## src/rtl/mem_bus_arbiter_pkg.sv

```systemverilog
// Shared definitions for the IF/MEM memory bus arbiter.
//   - ARB_AW / ARB_DW : default bus address / data widths
//   - RST_ENA         : level of rst that resets the block
//   - STOP            : level of a stall request that holds the pipeline
//   - arb_state_e     : arbiter FSM state encoding (ARB_IDLE..ARB_IF_DROP)
package mem_bus_arbiter_pkg;

    localparam int unsigned ARB_AW = 32;
    localparam int unsigned ARB_DW = 32;

    localparam logic RST_ENA = 1'b1;
    localparam logic STOP    = 1'b1;

    typedef enum logic [1:0] {
        ARB_IDLE     = 2'd0,
        ARB_IF_BUSY  = 2'd1,
        ARB_MEM_BUSY = 2'd2,
        ARB_IF_DROP  = 2'd3
    } arb_state_e;

endpackage

```

## src/rtl/mem_bus_arbiter.sv

```systemverilog
// Arbitrates one single-port memory bus between instruction fetch (IF) and
// data access (MEM); MEM wins ties since it holds the older instruction.
// Optional watchdog: define ARB_TIMEOUT_EN to abort a cycle after TIMEOUT
// busy cycles with a bus_err pulse and a zero-data ack to the requester.
// Ports:
//   clk, rst                          clock, synchronous active-high reset
//   if_req/if_addr                    fetch request (level, held until if_ack)
//   mem_req/we/addr/wdata/sel         data request (level, held until mem_ack)
//   flush                             pipeline redirect; drops pending fetches
//   bus_req/we/addr/wdata/sel         registered bus master outputs
//   bus_ack/bus_rdata                 slave completion pulse and read data
//   if_ack/if_rdata, mem_ack/mem_rdata  completion pulses and held read data
//   stallreq_from_if/_mem             combinational stall requests to ctrl
//   bus_err                           watchdog timeout pulse (0 when disabled)
module mem_bus_arbiter
    import mem_bus_arbiter_pkg::*;
#(
    parameter int unsigned AW      = ARB_AW,
    parameter int unsigned DW      = ARB_DW,
    parameter int unsigned TIMEOUT = 255
) (
    input  logic            clk,
    input  logic            rst,
    input  logic            if_req,
    input  logic [AW-1:0]   if_addr,
    input  logic            mem_req,
    input  logic            mem_we,
    input  logic [AW-1:0]   mem_addr,
    input  logic [DW-1:0]   mem_wdata,
    input  logic [DW/8-1:0] mem_sel,
    input  logic            flush,
    output logic            bus_req,
    output logic            bus_we,
    output logic [AW-1:0]   bus_addr,
    output logic [DW-1:0]   bus_wdata,
    output logic [DW/8-1:0] bus_sel,
    input  logic            bus_ack,
    input  logic [DW-1:0]   bus_rdata,
    output logic            if_ack,
    output logic [DW-1:0]   if_rdata,
    output logic            mem_ack,
    output logic [DW-1:0]   mem_rdata,
    output logic            stallreq_from_if,
    output logic            stallreq_from_mem,
    output logic            bus_err
);

    arb_state_e state_q, state_d;

    logic            bus_req_q,   bus_req_d;
    logic            bus_we_q,    bus_we_d;
    logic [AW-1:0]   bus_addr_q,  bus_addr_d;
    logic [DW-1:0]   bus_wdata_q, bus_wdata_d;
    logic [DW/8-1:0] bus_sel_q,   bus_sel_d;
    logic            if_ack_q,    if_ack_d;
    logic [DW-1:0]   if_rdata_q,  if_rdata_d;
    logic            mem_ack_q,   mem_ack_d;
    logic [DW-1:0]   mem_rdata_q, mem_rdata_d;
    logic            bus_err_q,   bus_err_d;

    logic timeout_c;

`ifdef ARB_TIMEOUT_EN
    localparam int unsigned CNT_W = ($clog2(TIMEOUT + 1) > 8) ? $clog2(TIMEOUT + 1) : 8;

    logic [CNT_W-1:0] cnt_q, cnt_d;

    // Watchdog: cleared on grant, advances on every busy cycle.
    always_comb begin
        cnt_d = cnt_q;
        if (state_q == ARB_IDLE) begin
            cnt_d = '0;
        end else begin
            cnt_d = cnt_q + CNT_W'(1);
        end
    end

    always_ff @(posedge clk) begin
        if (rst == RST_ENA) begin
            cnt_q <= '0;
        end else begin
            cnt_q <= cnt_d;
        end
    end

    // cnt_q is 0 in the first busy cycle, so TIMEOUT-1 marks the last one.
    assign timeout_c = (state_q != ARB_IDLE) && !bus_ack
                       && (cnt_q == CNT_W'(TIMEOUT - 1));
`else
    // Watchdog compiled out; TIMEOUT kept so both builds share one interface.
    assign timeout_c = (TIMEOUT == 0) && 1'b0;
`endif

    // State register.
    always_ff @(posedge clk) begin
        if (rst == RST_ENA) begin
            state_q <= ARB_IDLE;
        end else begin
            state_q <= state_d;
        end
    end

    // Next-state logic. No grant while an ack is going out: the acked
    // requester still holds its req in that cycle, which also yields the
    // mandatory turnaround cycle.
    always_comb begin
        state_d = state_q;
        case (state_q)
            ARB_IDLE: begin
                if (!if_ack_q && !mem_ack_q) begin
                    if (mem_req) begin
                        state_d = ARB_MEM_BUSY;
                    end else if (if_req && !flush) begin
                        state_d = ARB_IF_BUSY;
                    end
                end
            end
            ARB_IF_BUSY: begin
                if (bus_ack || timeout_c) begin
                    state_d = ARB_IDLE;
                end else if (flush) begin
                    state_d = ARB_IF_DROP;
                end
            end
            ARB_IF_DROP: begin
                if (bus_ack || timeout_c) begin
                    state_d = ARB_IDLE;
                end
            end
            ARB_MEM_BUSY: begin
                if (bus_ack || timeout_c) begin
                    state_d = ARB_IDLE;
                end
            end
            default: state_d = ARB_IDLE;
        endcase
    end

    // Output logic: bus fields latched at grant, acks/rdata at completion.
    always_comb begin
        bus_req_d   = (state_d != ARB_IDLE);
        bus_we_d    = bus_we_q;
        bus_addr_d  = bus_addr_q;
        bus_wdata_d = bus_wdata_q;
        bus_sel_d   = bus_sel_q;
        if_ack_d    = 1'b0;
        if_rdata_d  = if_rdata_q;
        mem_ack_d   = 1'b0;
        mem_rdata_d = mem_rdata_q;
        bus_err_d   = 1'b0;
        case (state_q)
            ARB_IDLE: begin
                if (state_d == ARB_MEM_BUSY) begin
                    bus_we_d    = mem_we;
                    bus_addr_d  = mem_addr;
                    bus_wdata_d = mem_wdata;
                    bus_sel_d   = mem_sel;
                end else if (state_d == ARB_IF_BUSY) begin
                    bus_we_d   = 1'b0;
                    bus_addr_d = if_addr;
                    bus_sel_d  = '1;
                end
            end
            ARB_IF_BUSY: begin
                // A flush coinciding with completion discards the word.
                if (bus_ack) begin
                    if (!flush) begin
                        if_ack_d   = 1'b1;
                        if_rdata_d = bus_rdata;
                    end
                end else if (timeout_c) begin
                    bus_err_d = 1'b1;
                    if (!flush) begin
                        if_ack_d   = 1'b1;
                        if_rdata_d = '0;
                    end
                end
            end
            ARB_IF_DROP: begin
                if (!bus_ack && timeout_c) begin
                    bus_err_d = 1'b1;
                end
            end
            ARB_MEM_BUSY: begin
                if (bus_ack) begin
                    mem_ack_d = 1'b1;
                    if (!bus_we_q) begin
                        mem_rdata_d = bus_rdata;
                    end
                end else if (timeout_c) begin
                    bus_err_d = 1'b1;
                    mem_ack_d = 1'b1;
                    if (!bus_we_q) begin
                        mem_rdata_d = '0;
                    end
                end
            end
            default: ;
        endcase
        if (state_d == ARB_IDLE) begin
            bus_we_d = 1'b0;
        end
    end

    // Output registers.
    always_ff @(posedge clk) begin
        if (rst == RST_ENA) begin
            bus_req_q   <= 1'b0;
            bus_we_q    <= 1'b0;
            bus_addr_q  <= '0;
            bus_wdata_q <= '0;
            bus_sel_q   <= '0;
            if_ack_q    <= 1'b0;
            if_rdata_q  <= '0;
            mem_ack_q   <= 1'b0;
            mem_rdata_q <= '0;
            bus_err_q   <= 1'b0;
        end else begin
            bus_req_q   <= bus_req_d;
            bus_we_q    <= bus_we_d;
            bus_addr_q  <= bus_addr_d;
            bus_wdata_q <= bus_wdata_d;
            bus_sel_q   <= bus_sel_d;
            if_ack_q    <= if_ack_d;
            if_rdata_q  <= if_rdata_d;
            mem_ack_q   <= mem_ack_d;
            mem_rdata_q <= mem_rdata_d;
            bus_err_q   <= bus_err_d;
        end
    end

    assign bus_req   = bus_req_q;
    assign bus_we    = bus_we_q;
    assign bus_addr  = bus_addr_q;
    assign bus_wdata = bus_wdata_q;
    assign bus_sel   = bus_sel_q;
    assign if_ack    = if_ack_q;
    assign if_rdata  = if_rdata_q;
    assign mem_ack   = mem_ack_q;
    assign mem_rdata = mem_rdata_q;
    assign bus_err   = bus_err_q;

    // Stall until the ack pulse; the ack releases the stall in its own cycle.
    assign stallreq_from_if  = (if_req  && !if_ack_q)  ? STOP : ~STOP;
    assign stallreq_from_mem = (mem_req && !mem_ack_q) ? STOP : ~STOP;

endmodule

```

## config.mk

```make
export PLATFORM = sky130hd
export DESIGN_NAME = mem_bus_arbiter
export DESIGN_NICKNAME = d
export VERILOG_FILES = /design/src/rtl/mem_bus_arbiter_pkg.sv /design/src/rtl/mem_bus_arbiter.sv
export SDC_FILE = /design/constraint.sdc
export NUM_CORES = 1
export LEC_CHECK = 0
export CAP_MARGIN = 25
export CORE_UTILIZATION = 35
export CTS_CLUSTER_DIAMETER = 120
export CTS_CLUSTER_SIZE = 20
export DETAILED_ROUTE_END_ITERATION = 6
export GPL_TIMING_DRIVEN = 0
export PLACE_DENSITY = 0.75
export SYNTH_ARGS = -nofsm -noshare
export SYNTH_HDL_FRONTEND = slang
export SYNTH_SLANG_ARGS = --single-unit
```

## constraint.sdc

```tcl
create_clock -name clk -period 7.55 [get_ports clk]
set_input_delay 1.51 -clock clk [delete_from_list [all_inputs] [get_ports clk]]
set_output_delay 1.51 -clock clk [all_outputs]
set_load 0.01 [all_outputs]
```

==> impl_metrics.toml, run 1 <==
[sta]
fin_setup_tns_ns = 0
period_share = 0.5854
tightest_slew_ns = 0.7411
hold_violations = 0
rsz0062_at_grt = "no"
fin_crit_ns = 4.420
setup_viol = 0
slew_headroom = 0.5060
maxSlewViolCount = 0
fin_hold_ws_ns = 0.4514
skew_ns = 0.007556
max_freq_mhz = 226.3

[routing]
viasPerCell = 4.887
ant_nets = 0
routed_wirelength_mm = 18.93
dr_total_vias = 5723
drt_iter0_markers = 271
drc_errors = 0
wl_per_cell_um = 16.17
dr.pass1.iters = 5

[hold_path]
hold_path_class = "flop to flop"

[power_and_ir_drop]
p_leak_uw = 0.003199
power_density_nw_per_um2 = 235.1
ir_worst_vdd_v = 0.0001359
p_total_uw = 2176

[clock_network]
clk_path_buf_depth = 2
cts.sinks = 138
ctsResizeCount = 0
postCtsSetupRepairBufs = 0
h-tree-depth = 4
numCtsBuffers = 17
clk_latency_ns = 0.42
clockRootBuffer = "clkbuf_16"
cts_tree = "built"
clkTransAtPathRegs_ns = 0.06
cts_hold_buf = 0

[final_layout]
final_area_um2 = 9254
syn_to_final_growth_pct = 64.94
final_nets = 1088
drive_gt1_frac = 0.1125
diodes = 0
utilization = 0.5998

[status]
status = "finished clean"

[logic_synthesis]
synth_cell_type_count = 38
netlist_area_um2 = 5610
syn_nets = 794
synth-edff-count = 0
synth_top_flop_cell = "dfxtp_1"
synthesis.instances = 654
synth.avg_cell_area_um2 = 8.579
ys_seq_area_frac = 0.4924
async_flop_share = 0
ys_ff_latch = 138
ys_warn_count = 0

[die]
die_w_um = 128.6
fp.dieArea_um2 = 16540
rows = 45
start_util = 0.3637
die_y_um = 128.6
core_um2 = 15430
io_pins = 278

[setup_path]
slowest_delay_ns = 0.59
cp_max_fo = 10
arrival_ns = 4.68
cpLargestDelayFamily = "buffers and inverters"
critPathCaptureType = "flop"
crit_type = "primary input to flop"
crit_buf_inv = 4
worstPathRequired_ns = 7.81
start_kind = "primary input"
crit_chain = "clkdlybuf4s50_1 > or4b_4 > o21ai_4 > inv_2 > clkbuf_8 > ha_1 > nor2_2 > clkbuf_1 > a311oi_2"
ff2ff_setup_slack_ns = 4.39
slowest_stage = "clkbuf_1"

[place]
place.gp.congestion = 0.8556
post-dp-hpwl_mm = 14.14
dpl_cell_area_um2 = 8627
io_buffers = 275

[grt]
gr-total-overflow = 0
antenna_found_initial = 0
grt_pass1_vias = 5520
grt_start_max_net_pins = 17
grt_usage = 0.2288
grt_pass1_wl_mm = 28.92

[job]
drv_cap = 0
[cell type report]
cell class | count | area [µm²]
Fill cell | 1412 | 6173
Sequential cell | 138 | 2763
Timing Repair Buffer | 275 | 2753
Multi-Input combinational cell | 452 | 2500
Clock buffer | 21 | 460.4
Buffer | 57 | 309.0
Tap cell | 211 | 264.0
Clock inverter | 10 | 166.4
Inverter | 7 | 38.79
[report_power, final]
group	leakage, µW	switching (µW)	internal, µW
clock	0.000300	321	570
sequential	0.00113	28.9	785
combinational	0.00177	228	242
[routing by layer]
layer,wire length (µm),up-vias,track usage
met5,0,-,0
met1,7920,2665,0.2776
met2,8980,212,0.3685
met3,1362,42,0.06778
met4,668,0,0.1156
li1,-,2804,-
[flip-flops by register name, indices dropped and copies added, names as in the netlist]
| register | flops |
|---|---|
| bus_addr | 32 |
| bus_wdata | 32 |
| if_rdata | 32 |
| mem_rdata | 32 |
| bus_sel | 4 |
| state_q | 2 |
| bus_req | 1 |
| bus_we | 1 |
| if_ack | 1 |
| mem_ack | 1 |
[path summary, 6_finish.rpt]
check / start / endpoint / depth (start not counted)
min reg2reg: bus_wdata[24]$_SDFFE_PP0P_ / bus_wdata[24]$_SDFFE_PP0P_ / 2
min: bus_wdata[24]$_SDFFE_PP0P_ / bus_wdata[24]$_SDFFE_PP0P_ / 2
max reg2reg: if_ack$_SDFF_PP0_ / bus_addr[18]$_SDFFE_PP0P_ / 8
max: if_req / bus_addr[18]$_SDFFE_PP0P_ / 9
[per-stage QoR]
step / instances / setup WS, ns
2_1_floorplan: 654 / 3.645
3_3_place_gp: 1140 / 2.705
3_5_place_dp: 1140 / 2.726
4_1_cts: 1171 / 3.146
5_1_grt: 1171 / 2.956
6_report: 1171 / 3.130
[logic make-up (layout without fill, tap and decap cells)]
family / after synthesis / after routing / share of synthesized area
compound gates: 170 / 170 / 0.2121
fa+ha+maj: 1 / 1 / 0.002230
buf+inv: 64 / 370 / 0.06200
flops: 138 / 138 / 0.4924
other cells: 1 / 1 / 0.0006684
simple gates: 280 / 280 / 0.2306
[worst min-delay path: cells and delay by family (launching register included)]
kind	cells	cell delay, ns
AOI/OAI and AO/OA	1	0.05
DFF	1	0.30
and+or+nand+nor	1	0.05
[synth_stat cells (4+ instances only)]
| cell | count | area share |
|---|---|---|
| nand2_1 | 193 | 0.13 |
| dfxtp_1 | 138 | 0.49 |
| a21oi_1 | 97 | 0.087 |
| clkbuf_1 | 44 | 0.029 |
| nor2_1 | 42 | 0.028 |
| nand3_2 | 29 | 0.052 |
| a311oi_2 | 27 | 0.072 |
| o21ai_0 | 22 | 0.020 |
| o21ai_1 | 11 | 0.0098 |
| a311oi_1 | 9 | 0.014 |
| inv_1 | 5 | 0.0033 |
| nand3_1 | 4 | 0.0036 |
[cells in the final DEF (no fill, tap or decap), types with 3 or more instances in the layout]
| master | count |
|---|---|
| clkdlybuf4s50_1 | 275 |
| nand2_1 | 193 |
| dfxtp_1 | 138 |
| a21oi_1 | 97 |
| clkbuf_1 | 46 |
| nor2_1 | 42 |
| nand3_2 | 29 |
| a311oi_2 | 27 |
| o21ai_0 | 22 |
| clkbuf_16 | 17 |
| o21ai_1 | 11 |
| a311oi_1 | 9 |
| inv_1 | 5 |
| nand3_1 | 4 |
| bufinv_16 | 4 |
| clkbuf_8 | 3 |
| buf_12 | 3 |
| buf_6 | 3 |
| buf_4 | 3 |
Note: power is estimated with default switching activity, not from simulation.
==> run 2, diff against run 1 <==
- PLACE_DENSITY: 0.75 -> 0.78
- clock period: 7.55 -> 3.5 ns (I/O delays scaled with it)
==> impl_metrics.toml, run 2 (synthesis results as in run 1) <==
[final_layout]
drive_gt1_frac = 0.1188
final_nets = 1088
diodes = 0
fillerInstances = 1394
utilization = 0.6000
final_common_cell = "clkdlybuf4s50_1"
layout_common_cells = "clkdlybuf4s50_1, nand2_1, dfxtp_1"
syn_to_final_growth_pct = 64.99

[routing]
ant_nets = 0
routed_wirelength_mm = 18.73
drc_errors = 0
wl_per_cell_um = 16.00
drt_iter0_markers = 336
viasPerCell = 4.886
dr.pass1.iters = 4
dr_total_vias = 5722

[setup_path]
cp_max_fo = 10
arrival_ns = 3.60
critPathCaptureType = "flop"
worstPathRequired_ns = 3.82
slowest_delay_ns = 0.55
crit_buf_inv = 4
cpLargestDelayFamily = "buffers and inverters"
startpoint = "flush"
r2r_start = "state_q[0]$_SDFF_PP0_"
slowest_stage = "or4b_4"
start_kind = "primary input"
crit_type = "primary input to flop"
crit_chain = "clkdlybuf4s50_1 > or4b_4 > o21ai_4 > inv_2 > clkbuf_8 > ha_1 > nor2_4 > clkbuf_2 > nor2_1 > a311oi_2"

[power_and_ir_drop]
comb_power_share = 0.218
pwr-share-clk = 0.406
intPower_uw = 3429
p_total_uw = 4672
power_density_nw_per_um2 = 504.8
ir_worst_vdd_v = 0.0003459
p_switching_uw = 1244
p_leak_uw = 0.003212
switching_share = 0.2662
power_frac_seq = 0.376

[die]
die_y_um = 128.6
rows = 45
start_util = 0.3637
io_pins = 278
die_w_um = 128.6
fp.dieArea_um2 = 16540
core_um2 = 15430

[clock_network]
cts_hold_buf = 0
clockRootBuffer = "clkbuf_16"
numCtsBuffers = 17
h-tree-depth = 4
cts_tree = "built"
cts.sinks = 138
clk_latency_ns = 0.42
clkTransAtPathRegs_ns = 0.05
clk_path_buf_depth = 2
postCtsSetupRepairBufs = 0
ctsResizeCount = 5

[hold_path]
holdCritStartpoint = "bus_wdata[21]$_SDFFE_PP0P_"
hold_path_class = "flop to flop"

[sta]
hold_violations = 0
skew_ns = 0.007705
setup_viol = 0
slew_headroom = 0.4984
final.setup.worst_slack_ns = 0.2137
max_freq_mhz = 304.3
period_share = 0.9389
fin_hold_ws_ns = 0.4511
fin_crit_ns = 3.286
maxSlewViolCount = 0
tightest_slew_ns = 0.7524
rsz0062_at_grt = "no"

[place]
post-dp-hpwl_mm = 14.07
io_buffers = 275
place_ws_ns = -0.5340
place.gp.congestion = 0.8722

[job]
drv_cap = 0

[grt]
grt_usage = 0.2286
antenna_found_initial = 0
grt_pass1_wl_mm = 29.02
grt_start_max_net_pins = 17
grt_pass1_vias = 5673
gr-total-overflow = 0

[status]
status = "finished clean"
run 2: layer usage:
metal | wire [µm] | vias up | global-route usage | share of wire
met1 | 7766 | 2675 | 0.2649 | 0.41
met4 | 716 | 0 | 0.1149 | 0.038
li1 | - | 2815 | - | -
met3 | 1339 | 45 | 0.07692 | 0.071
met2 | 8909 | 187 | 0.3768 | 0.48
met5 | 0 | - | 0 | 0
run 2: power groups by stage:
stage | Sequential [µW] | Combinational, µW | Clock [µW]
finish | 1760 | 1020 | 1900
global route | 1770 | 1110 | 2000
CTS | 1760 | 1020 | 1940
detailed placement | 1790 | 1010 | 0
global placement | 1780 | 1010 | 0
floorplan | 1840 | 439 | 0
run 2: per-stage QoR:
step                area, µm²  std cells  TNS, ns
finish                   9256       1171        0
global route             9256       1171        0
CTS                      9250       1171        0
detailed placement       8627       1140   -22.36
global placement         8627       1140   -21.30
floorplan                5610        654        0
run 2: worst reg2reg max path, cell delays in order (launching register included):
cell      delay [ns]
dfxtp_1         0.36
or3_2           0.52
o21ai_4         0.27
inv_2           0.16
clkbuf_8        0.21
ha_1            0.36
nor2_4          0.25
clkbuf_2        0.29
nor2_1          0.08
a311oi_2        0.25
run 2: final cells by class:
cell class	instances	area (µm²)	share of cell area
timing repair buffer	275	2753	0.2974
inverter	7	38.79	0.004190
clock inverter	11	170.2	0.01838
sequential	138	2763	0.2985
tap	211	264.0	0.02852
buffer	57	316.6	0.03420
clock buffer	20	446.7	0.04826
multi-input combinational	452	2505	0.2706
run 2: path summary, 6_finish.rpt:
| check | endpoint | cells past startpoint | slack (ns) |
|---|---|---|---|
| worst max-delay path | bus_addr[3]$_SDFFE_PP0P_ | 10 | 0.21 |
| worst min-delay path | bus_wdata[21]$_SDFFE_PP0P_ | 2 | 0.45 |
| worst max register to register | bus_addr[3]$_SDFFE_PP0P_ | 9 | 0.67 |
| worst min register to register | bus_wdata[21]$_SDFFE_PP0P_ | 2 | 0.45 |
